**config.mk**
```make
export PLATFORM = sky130hd
export DESIGN_NAME = csr_encoder
export DESIGN_NICKNAME = d
export VERILOG_FILES = /design/src/rtl/csr_encoder.sv
export SDC_FILE = /design/constraint.sdc
export NUM_CORES = 1
export LEC_CHECK = 0
export ABC_CLOCK_PERIOD_IN_PS = 6350
export BUFFER_PORTS_ARGS = -buffer_cell sky130_fd_sc_hd__buf_2
export CAP_MARGIN = 25
export CORE_MARGIN = 1
export CORE_UTILIZATION = 35
export DETAILED_ROUTE_END_ITERATION = 8
export PLACE_DENSITY = 0.57
export SLEW_MARGIN = 20
export SYNTH_ARGS = -nofsm -noshare
export SYNTH_HDL_FRONTEND = slang
export SYNTH_SLANG_ARGS = --single-unit
```
**constraint.sdc**
```tcl
create_clock -name clk -period 6.35 [get_ports clk]
set_clock_uncertainty 0.1 [all_clocks]
set_input_delay 1.27 -clock clk [delete_from_list [all_inputs] [get_ports clk]]
set_output_delay 1.27 -clock clk [all_outputs]
set_load 0.1 [all_outputs]
```
**src/rtl/csr_encoder.sv**
```systemverilog
// csr_encoder: turns a row-major dense element stream into CSR value, column and row-pointer RAM writes.
// Optional feature: define CSR_MAXROW_EN to add the max_row_nnz output and its per-row counter.
module csr_encoder #(
    parameter int DATA_W = 32,
    parameter int ADDR_W = 14,
    parameter int NROWS  = 1120,
    parameter int NCOLS  = 1120
) (
    input  logic              clk,
    input  logic              reset,
    input  logic              start,
    input  logic              in_valid,
    output logic              in_ready,
    input  logic [DATA_W-1:0] in_data,
    output logic              val_we,
    output logic [ADDR_W-1:0] val_addr,
    output logic [DATA_W-1:0] val_din,
    output logic              col_we,
    output logic [ADDR_W-1:0] col_addr,
    output logic [DATA_W-1:0] col_din,
    output logic              row_we,
    output logic [ADDR_W-1:0] row_addr,
    output logic [DATA_W-1:0] row_din,
    output logic [ADDR_W:0]   nnz,
    output logic              done,
    output logic              overflow
`ifdef CSR_MAXROW_EN
    ,
    output logic [ADDR_W:0]   max_row_nnz
`endif
);

    localparam int ROW_W = (NROWS > 1) ? $clog2(NROWS) : 1;
    localparam int COL_W = (NCOLS > 1) ? $clog2(NCOLS) : 1;

    typedef enum logic [1:0] {
        S_IDLE,
        S_RUN,
        S_FLUSH,
        S_DONE
    } state_t;

    state_t             state;
    state_t             state_next;
    logic [ROW_W-1:0]   row_cnt;
    logic [COL_W-1:0]   col_cnt;
    logic               accept;
    logic               start_run;
    logic               last_col;
    logic               last_row;
    logic               is_nz;
    logic               store;

    assign in_ready  = (state == S_RUN);
    assign accept    = in_valid & in_ready;
    assign start_run = start & ((state == S_IDLE) | (state == S_DONE));
    assign last_col  = (col_cnt == COL_W'(NCOLS - 1));
    assign last_row  = (row_cnt == ROW_W'(NROWS - 1));
    assign is_nz     = (in_data != '0);
    // nnz[ADDR_W] set means nnz == 2**ADDR_W: the value RAM is full.
    assign store     = accept & is_nz & ~nnz[ADDR_W];

    // NOTE: reset here is synchronous, so it is only tested inside the clocked block.
    always_ff @(posedge clk) begin
        if (reset) state <= S_IDLE;
        else       state <= state_next;
    end

    // NOTE: state_next gets a default before the case so no path leaves it unassigned (no latch).
    always_comb begin
        state_next = state;
        case (state)
            S_IDLE:  if (start) state_next = S_RUN;
            S_RUN:   if (accept && last_row && last_col) state_next = S_FLUSH;
            S_FLUSH: state_next = S_DONE;
            S_DONE:  if (start) state_next = S_RUN;
            default: state_next = S_IDLE;
        endcase
    end

    // NOTE: all state below uses non-blocking assignments so every register sees pre-edge values.
    always_ff @(posedge clk) begin
        if (reset) begin
            row_cnt  <= '0;
            col_cnt  <= '0;
            nnz      <= '0;
            done     <= 1'b0;
            overflow <= 1'b0;
            val_we   <= 1'b0;
            val_addr <= '0;
            val_din  <= '0;
            col_we   <= 1'b0;
            col_addr <= '0;
            col_din  <= '0;
            row_we   <= 1'b0;
            row_addr <= '0;
            row_din  <= '0;
        end else begin
            val_we <= 1'b0;
            col_we <= 1'b0;
            row_we <= 1'b0;

            if (start_run) begin
                row_cnt  <= '0;
                col_cnt  <= '0;
                nnz      <= '0;
                done     <= 1'b0;
                overflow <= 1'b0;
            end

            if (accept) begin
                if (col_cnt == '0) begin
                    row_we   <= 1'b1;
                    row_addr <= ADDR_W'(row_cnt);
                    row_din  <= DATA_W'(nnz);
                end
                if (store) begin
                    val_we   <= 1'b1;
                    val_addr <= nnz[ADDR_W-1:0];
                    val_din  <= in_data;
                    col_we   <= 1'b1;
                    col_addr <= nnz[ADDR_W-1:0];
                    col_din  <= DATA_W'(col_cnt);
                    nnz      <= nnz + (ADDR_W + 1)'(1);
                end else if (is_nz) begin
                    overflow <= 1'b1;
                end
                if (last_col) begin
                    col_cnt <= '0;
                    row_cnt <= last_row ? '0 : row_cnt + ROW_W'(1);
                end else begin
                    col_cnt <= col_cnt + COL_W'(1);
                end
            end

            // Terminating pointer: nnz already includes the final element here.
            if (state == S_FLUSH) begin
                row_we   <= 1'b1;
                row_addr <= ADDR_W'(NROWS);
                row_din  <= DATA_W'(nnz);
                done     <= 1'b1;
            end
        end
    end

`ifdef CSR_MAXROW_EN
    logic [ADDR_W:0] row_nnz;
    logic [ADDR_W:0] row_total;

    assign row_total = row_nnz + (ADDR_W + 1)'(store);

    always_ff @(posedge clk) begin
        if (reset || start_run) begin
            row_nnz     <= '0;
            max_row_nnz <= '0;
        end else if (accept) begin
            if (last_col) begin
                row_nnz <= '0;
                if (row_total > max_row_nnz) max_row_nnz <= row_total;
            end else begin
                row_nnz <= row_total;
            end
        end
    end
`endif

endmodule
```
==> reports/metrics.cfg, run 1 <==
[finish]
synthToLayoutAreaGrowth_pct=21.5
final_common_cell=buf_2
layout_common_cells=152 x buf_2, 151 x nand2_1, 126 x dfxtp_1
n_antenna_cell=0
drive_gt1_frac=0.232
finish.net_count=852
final_core_util=0.442
fin_area_sq_mm=0.00680
fillers=1626

[pwr]
clock_power_share=0.366
swShare=0.393
comb_power_share=0.298
peakVddDrop_mv=0.202
seq_power_share=0.336
powerDensity_mw_per_mm2=375
power.leakage_uw=0.00296
p_sw_uw=1000
p_int_uw=1550

[drt]
drtPass1Iterations=7
drc_errors=0
wl_um=13500
drt-initial-drc-count=268
via_per_inst=4.79
dr_total_vias=4951
antenna_left=0
wire_per_inst_um=13.0

[run_status]
outcome=complete, no violations

[clock_tree]
hold_buffers=0
insertion_delay_ns=0.42
cts.clk_slew.worst_paths_ns=0.05
clock-sinks=126
cts_tree=done
ctsResizeCount=0
cts_htree_levels=4
cts-root-buf=clkbuf_16
clockBufferDepth=2
postCtsSetupBuffers=0
cts_made_buffers=17

[timing]
setup_tns_ns=0
hold_ws_ns=0.349
report.final.slew_viol_count=0
clock.fmax_ghz=0.285
setup_viol=0
slew_headroom=0.308
finalCriticalPeriod_ns=3.51
worst_slew_pin_slew_ns=1.04
fin_crit_sh=0.553
rsz0062_at_grt=false
hold_viol=0

[die]
die_y_um=128
ios=195
rows=45
die_w_um=128
initial_core_util=0.364
dieArea_sq_mm=0.0165
placeableCoreArea_sq_mm=0.0154

[worst_setup_path]
required_ns=6.52
cp.arrival_ns=3.68
cp-start-kind=primary input
path_class=in2reg
cp_max_fo=16
cp-end-kind=register

[grt]
grt_pass1_vias=4224
gr-usage-all-layers=0.165
grt_max_degree=86
antenna_found_initial=0
grt_pass1_wl_um=21400
grt_overflow_total=0

[logic_synthesis]
synth.distinct_cells=46
ys_ff_latch=126
yosysSeqAreaShare=0.451
synth_area_sq_mm=0.00559
synth_edf_count=0
synth_area_per_cell_sq_um=8.06
ys_warn_count=0
synth_cells=694
synthArstFlopShare=0
ys.flop_type=dfxtp_1

[hold_path]
hp-class=reg2reg

[placed_design]
port_buffers=153
gp_congestion=0.762
postPlaceCellArea_sq_mm=0.00623
hpwl_um=9000

[job]
cap_violations=0

synth_stat cells, types with 2 or more instances:
master    count  area share
o31ai_1       2      0.0027
and3_1        3      0.0034
ha_1          6       0.013
nor3_1       10      0.0090
inv_1         7      0.0047
or2_2         2      0.0022
o21ai_0      20       0.018
nand4_1       3      0.0034
nand2b_1      3      0.0034
buf_6         3      0.0060
buf_4        56       0.075
o211ai_1      2      0.0027
and4_1        3      0.0047
nand3b_1      3      0.0040
nand2_1     151        0.10
nor4_1       13       0.015
nand3_1      28       0.025
buf_1         2      0.0013
a21oi_1      84       0.075
clkbuf_1     38       0.026
a21o_1        2      0.0027
a311oi_1     10       0.016
or4_1         5      0.0067
a41oi_1       2      0.0031
or3_1         8      0.0090
mux2i_1      27       0.048
nor2_1       48       0.032
a22oi_1       2      0.0027
dfxtp_1     126        0.45
and2_1        3      0.0034
a31oi_1       7      0.0078
area by class of cell:
cell class / instances / area (sq um) / share of cell area
Timing Repair Buffer: 157 / 818 / 0.120
Clock buffer: 21 / 450 / 0.0663
Clock inverter: 11 / 118 / 0.0173
Multi-Input combinational cell: 501 / 2600 / 0.382
Inverter: 7 / 26.3 / 0.00387
Tap cell: 211 / 264 / 0.0388
Sequential cell: 126 / 2520 / 0.371
sequential cells by signal, indices dropped and copies added, names as in the netlist, 2 cells and up:
signal	count
col_cnt	11
nnz	15
val_din	32
row_cnt	11
state	2
col_din	11
row_addr	11
col_addr	14
row_din	15
metal layers:
layer	GRT usage	share of wire	vias up
met1	0.217	0.48	2262
met3	0.0491	0.057	20
met4	0.0775	0.019	0
met2	0.249	0.45	147
li1	-	-	2522
met5	0	0	-
worst paths after layout:
path                                  start           to  slack (ns)  cells after the start
worst min register to register  val_din[16]  val_din[16]        0.35                      2
worst min-delay path            val_din[16]  val_din[16]        0.35                      2
worst max-delay path               in_valid   row_din[8]        2.84                      6
worst max register to register     state[1]   row_din[8]        3.15                      7
cells by family after synthesis:
kind of cell / after synthesis / share of synthesized area
other: 1 / 0.000671
buffers and inverters: 107 / 0.114
muxes: 27 / 0.0483
DFF: 126 / 0.451
AOI/OAI and AO/OA: 139 / 0.142
adders and majority gates: 6 / 0.0134
xor gates and xnor gates: 1 / 0.00157
and+or+nand+nor: 287 / 0.229
power groups by stage:
stage	registers (uW)	clock network (uW)	logic [uW]
global placement	874	0	762
CTS	858	954	767
detailed placement	874	0	766
floorplan	1130	0	413
finish	858	933	760
global route	863	994	809
through the flow:
| step | std cells | setup WS, ns | power (uW) |
|---|---|---|---|
| floorplan | 734 | 3.41 | 1540 |
| global placement | 1001 | 2.38 | 1640 |
| detailed placement | 1002 | 2.36 | 1640 |
| CTS | 1034 | 2.81 | 2580 |
| global route | 1034 | 2.66 | 2670 |
| finish | 1034 | 2.84 | 2550 |
critical path, stage by stage:
cell and delay (ns):
buf_2 0.11, nand2_1 0.39, or4_1 0.65, and2_1 0.92, mux2i_1 0.27, nor2_1 0.06
No activity file was read; power rests on OpenSTA's default activity.
==> run 2: changes to the inputs <==
- ABC_AREA: default -> 1
- ABC_CLOCK_PERIOD_IN_PS: 6350 -> 3000
- PLACE_DENSITY: 0.57 -> 0.59
- clock period: 6.35 -> 3 ns (I/O delays scaled with it)
==> reports/metrics.cfg, run 2 <==
[grt]
grt_overflow_total=0  ; unchanged
gr-usage-all-layers=0.187  ; +0.0220
grt_max_degree=66  ; -23%
grt_pass1_vias=5220  ; +24%
grt_pass1_wl_um=26300  ; +23%
antenna_found_initial=0  ; unchanged

[drt]
wl_met2_um=7540  ; +25%
dr_total_vias=5696  ; +15%
drt-initial-drc-count=299  ; +12%
highest_layer=met4
drc_errors=0  ; unchanged
drtPass1Iterations=4  ; -3
via_per_inst=4.72  ; -1.4%
wl_um=16200  ; +20%
wl_met3_um=901  ; +18%
met1_length_um=7470  ; +17%
antenna_left=0  ; unchanged
wire_per_inst_um=13.4  ; +3.1%

[placed_design]
place_ws_ns=0.691  ; -1.66 ns
postPlaceCellArea_sq_mm=0.00674  ; +8.2%
hpwl_um=11000  ; +23%
port_buffers=153  ; unchanged
gp_congestion=0.812  ; +6.6%

[die]
rows=47  ; +4.4%
initial_core_util=0.363  ; -0.000731
placeableCoreArea_sq_mm=0.0168  ; +9.0%
die_y_um=134  ; +4.2%
die_w_um=134  ; +4.2%
dieArea_sq_mm=0.0179  ; +8.7%
ios=195  ; unchanged

[finish]
finish.net_count=1016  ; +19%
drive_gt1_frac=0.232  ; about the same
largest-register=val_din
n_antenna_cell=0  ; unchanged
largest_reg_flops=32  ; unchanged
final_common_cell=nand2_1
reg.largest.list=val_din: 32 flops, nnz: 15 flops, row_din: 15 flops
synthToLayoutAreaGrowth_pct=19.1
fin_area_sq_mm=0.00725  ; +6.7%
layout_common_cells=170 x nand2_1, 152 x buf_2, 126 x dfxtp_1

[worst_setup_path]
crit_chain=inv_1 > ha_1 > nand2_1 > inv_1 > nor2_1 > nand2_1 > a21oi_1
cp-start-kind=register
path_class=reg2reg
crit_start=state[0]
cp_slowest_stage_delay_ns=0.48  ; -0.44 ns
cp-endpoint=nnz[12]
crit_family=simple AND/OR/NAND/NOR gates
rr_startpoint=state[0]
critPathSlowestCell=nor2_1
crit_cells=7  ; +1
cp_max_fo=12  ; -4
cp.arrival_ns=2.43  ; -1.25 ns
rr_worst_depth=7  ; unchanged
reg2reg_to=nnz[12]
required_ns=3.25  ; -3.27 ns
cp_num_buf_inv=2  ; +1
cp-end-kind=register
regToRegSetupSlack_ns=0.82  ; -2.33 ns

[logic_synthesis]
synth_area_sq_mm=0.00608  ; +8.8%
yosysSeqAreaShare=0.415  ; -0.0365
synthArstFlopShare=0  ; unchanged
synth_area_leaders=dfxtp_1 41%, nand2_1 10%, a21oi_1 7.8%, nand3_1 7.6%, buf_4 6.9%
synth_cells=852  ; +23%
yosysTopAreaCell=dfxtp_1
synth_area_per_cell_sq_um=7.14  ; -11%
yosysMostFrequentCell=nand2_1
synth.distinct_cells=31  ; -33%
ys_ff_latch=126  ; unchanged
synth_edf_count=0  ; unchanged
synth_top_area_frac=0.415  ; -0.0365
synth_commonest_cells=170 x nand2_1, 126 x dfxtp_1, 95 x a21oi_1
ys.flop_type=dfxtp_1
ys_warn_count=0  ; unchanged

[timing]
fin_crit_sh=0.725
hold_viol=0  ; unchanged
report.final.slew_viol_count=0  ; unchanged
rsz0062_at_grt=false
finalCriticalPeriod_ns=2.18
slew_headroom=0.504  ; +0.197
setup_slack_ns=0.825  ; -2.02 ns
setup_viol=0  ; unchanged
clock.fmax_ghz=0.460
setup_tns_ns=0  ; unchanged
worst_slew_pin_slew_ns=0.743  ; -0.295 ns

[hold_path]
hp-class=reg2reg

[clock_tree]
postCtsSetupBuffers=0  ; unchanged
insertion_delay_ns=0.42  ; about the same
cts-root-buf=clkbuf_16
clockBufferDepth=2  ; unchanged
clock-sinks=126  ; unchanged
cts.clk_slew.worst_paths_ns=0.06  ; about the same
hold_buffers=0  ; unchanged
cts_htree_levels=4  ; unchanged
cts_tree=done
cts_made_buffers=17  ; unchanged
ctsResizeCount=0  ; unchanged

[pwr]
power.leakage_uw=0.00323  ; +9.4%
peakVddDrop_mv=0.592  ; +190%
powerDensity_mw_per_mm2=898  ; +140%

[run_status]
outcome=complete, no violations

[job]
cap_violations=0  ; unchanged

-- run 2: cell types whose count changed in the layout (fill, tap and decap cells not counted), moves of 10 or more --
cell,previous run,this run
nand4_1,3,19
nand2_2,0,10
a21oi_1,84,95
a311oi_1,10,0
nand2_1,151,170
nand3_1,28,92
nor4_1,13,0
mux2i_1,27,0
inv_1,7,65
o21ai_0,20,33
a21oi_2,0,10
nor2_1,48,83
-- run 2: logic make-up (layout without fill, tap and decap cells) --
logic type / after synthesis / count (layout) / synth area share
AO/OA/AOI/OAI: 147 / 147 / 0.130
XOR/XNOR: 5 / 5 / 0.00720
adder cells (fa/ha/maj): 6 / 6 / 0.0123
buffers and inverters: 173 / 267 / 0.154
flip-flops: 126 / 126 / 0.415
other: 1 / 41 / 0.000616
AND/OR/NAND/NOR: 394 / 394 / 0.282
-- run 2: worst register-to-register path: cells and delay by family (launching register included) --
| family | cells | cell delay [ns] |
|---|---|---|
| and+or+nand+nor | 3 | 0.94 |
| AOI/OAI and AO/OA | 1 | 0.15 |
| DFF | 1 | 0.35 |
| buffers and inverters | 2 | 0.26 |
| adders and majority gates | 1 | 0.30 |
-- run 2: metal layers --
metal / vias up / global-route usage
met5: - / 0
met4: 0 / 0.0688
met3: 21 / 0.0499
met2: 182 / 0.296
met1: 2579 / 0.244
li1: 2914 / -
-- run 2: worst min path at each step --
stage	startpoint	endpoint	slack, ns	cells after the start
6_report	row_addr[8]	row_addr[8]	0.34	2
5_1_grt	in_data[24]	val_din[24]	0.34	3
4_1_cts	in_data[16]	val_din[16]	0.34	3
3_5_place_dp	row_addr[8]	row_addr[8]	0.34	2
3_3_place_gp	row_addr[9]	row_addr[9]	0.35	2
2_1_floorplan	state[1]	state[1]	0.36	2
-- run 2: layout make-up --
type / instances / area, sq um
fill: 1794 / 9510
clock buffer: 23 / 468
timing repair buffer: 165 / 883
multi-input combinational: 593 / 2790
clock inverter: 8 / 42.5
sequential: 126 / 2520
inverter: 71 / 267
tap: 220 / 275
-- run 2: through the flow --
stage          total power (uW)  cells   util  hold WS, ns
5_1_grt                    6820   1206  0.433        0.340
3_3_place_gp               4750   1175  0.402        0.346
2_1_floorplan              4380    892      -        0.356
3_5_place_dp               4750   1175  0.402        0.336
4_1_cts                    6580   1206  0.433        0.339
6_report                   6510   1206  0.433        0.343
-- run 2: power by group --
group | switching (uW) | internal (uW)
logic | 2310 | 406
registers | 111 | 1880
clock network | 723 | 1080
==> run 3: changes to the inputs <==
- ABC_CLOCK_PERIOD_IN_PS: 3000 -> 1930
- clock period: 3 -> 1.93 ns (I/O delays scaled with it)
==> reports/metrics.cfg, run 3 (same netlist as run 2, synthesis figures left out) <==
[timing]
report.final.slew_viol_count=0  ; unchanged
fin_crit_sh=0.928
worst_slew_pin_slew_ns=0.514  ; -0.230 ns
setup_slack_ns=0.139  ; -0.685 ns
slew_headroom=0.657  ; +0.152
rsz0062_at_grt=false
setup_viol=0  ; unchanged
hold_viol=0  ; unchanged
finalCriticalPeriod_ns=1.79
clock.fmax_ghz=0.558

[grt]
grt_pass1_vias=5175  ; -0.86%
grt_overflow_total=0  ; unchanged
gr-usage-all-layers=0.183  ; -0.00409
grt_max_degree=49  ; -26%
antenna_found_initial=0  ; unchanged
grt_pass1_wl_um=26100  ; -1.1%

[job]
cap_violations=0  ; unchanged

[finish]
drive_gt1_frac=0.274  ; +0.0415
final_common_cell=nand2_1
finish.net_count=1041  ; +2.5%
synthToLayoutAreaGrowth_pct=25.7
layout_common_cells=169 x nand2_1, 151 x buf_2, 112 x dfxtp_1
final_core_util=0.456  ; +0.0239
largest_reg_flops=32  ; unchanged
largest-register=val_din
n_antenna_cell=0  ; unchanged
finalNonFillerCells=1232  ; +2.2%
reg.largest.list=val_din: 32 flops, nnz: 15 flops, row_din: 15 flops

[clock_tree]
clock-sinks=126  ; unchanged
cts_tree=done
cts_htree_levels=4  ; unchanged
clockBufferDepth=2  ; unchanged
cts_made_buffers=17  ; unchanged
cts.clk_slew.worst_paths_ns=0.06  ; about the same
insertion_delay_ns=0.42  ; about the same
cts-root-buf=clkbuf_16

[drt]
wl_met2_um=7530  ; -0.15%
wl_um=16100  ; -0.45%
dr_total_vias=5787  ; +1.6%
wl_met3_um=684  ; -24%
drtPass1Iterations=6  ; +2
drc_errors=0  ; unchanged
via_per_inst=4.70  ; -0.55%
met1_length_um=7730  ; +3.5%
drt-initial-drc-count=336  ; +12%
wire_per_inst_um=13.1  ; -2.5%
highest_layer=met4
antenna_left=0  ; unchanged

[worst_setup_path]
cp-endpoint=nnz[1]
cp-end-kind=output port
regToRegSetupSlack_ns=0.16  ; -0.66 ns
rr_worst_depth=8  ; +1
crit_start=nnz[1]
cp.arrival_ns=1.30  ; -1.13 ns
reg2reg_to=row_cnt[1]
rr_startpoint=col_cnt[0]
path_class=reg2out
cp_max_fo=5  ; -7
required_ns=1.44  ; -1.81 ns
cp-start-kind=register

[placed_design]
port_buffers=153  ; unchanged
hpwl_um=11400  ; +3.6%
gp_congestion=0.840  ; +3.4%
place_ws_ns=-0.00360  ; -0.695 ns
place_inst=1197  ; +1.9%

[die]
dieArea_sq_mm=0.0179  ; unchanged
placeableCoreArea_sq_mm=0.0168  ; unchanged
rows=47  ; unchanged
initial_core_util=0.363  ; unchanged
ios=195  ; unchanged
die_w_um=134  ; unchanged
die_y_um=134  ; unchanged

[run_status]
outcome=complete, no violations

[hold_path]
hp-class=in2reg
hold_depth=3  ; +1

[pwr]
powerDensity_mw_per_mm2=1410  ; +57%
peakVddDrop_mv=1.21  ; +100%
power.leakage_uw=0.00342  ; +5.9%

-- run 3: cell types whose count changed in the layout (fill, tap and decap cells not counted), sizes merged --
cell	before	now
clkinv	7	5
bufinv	0	3
nor2	90	91
clkinvlp	1	4
clkbuf	23	18
buf	165	189
inv	71	73
-- run 3: timing repair --
action / in CTS / in global routing
hold buffers: 0 / 0
gates resized for setup: 1 / 4
pin swaps: 0 / 1
buffers inserted: 0 / 2
endpoints found under the hold margin: 0 / 0
endpoints found under the setup margin: 1 / 19
cloned: 0 / 1
-- run 3: where the power goes --
part	internal, uW	switching, uW	leakage (uW)
Sequential	2920	177	0.00103
Combinational	804	3630	0.00211
Clock	2060	1220	0.000288
Total	5790	5030	0.00342
-- run 3: layout make-up --
type                    instances  area (sq um)
multi-input cells             594          2820
fillers                      1728          9110
clock buffers                  18           439
inverters                      71           267
flip-flops and latches        126          2540
well taps                     220           275
repair buffers                189          1140
clock inverters                14           166
-- run 3: through the flow --
step	power, uW	setup TNS [ns]	instance area, sq um	hold slack, ns
2_1_floorplan	6840	-0.0758	6260	0.356
3_3_place_gp	7580	0	7010	0.337
3_5_place_dp	7590	-0.00445	7010	0.343
4_1_cts	10900	0	7620	0.124
5_1_grt	11300	0	7650	0.126
6_report	10800	0	7650	0.140
-- run 3: critical path, cell delays in order, from the launching register on --
cell	delay (ns)
dfxtp_2	0.32
buf_4	0.14
buf_2	0.43
-- run 3: worst min-delay path by stage --
stage,to,start,slack (ns)
after floorplan,state[1],state[1],0.36
after global placement,row_addr[9],row_addr[9],0.34
after detailed placement,row_addr[9],row_addr[9],0.34
after CTS,val_din[19],in_data[19],0.12
after global routing,val_din[14],in_data[14],0.13
final,val_din[19],in_data[19],0.14
-- run 3: routing by layer --
layer	vias up	global-route usage
met1	2634	0.247
met5	-	0
met2	158	0.286
li1	2983	-
met3	12	0.0450
met4	0	0.0562
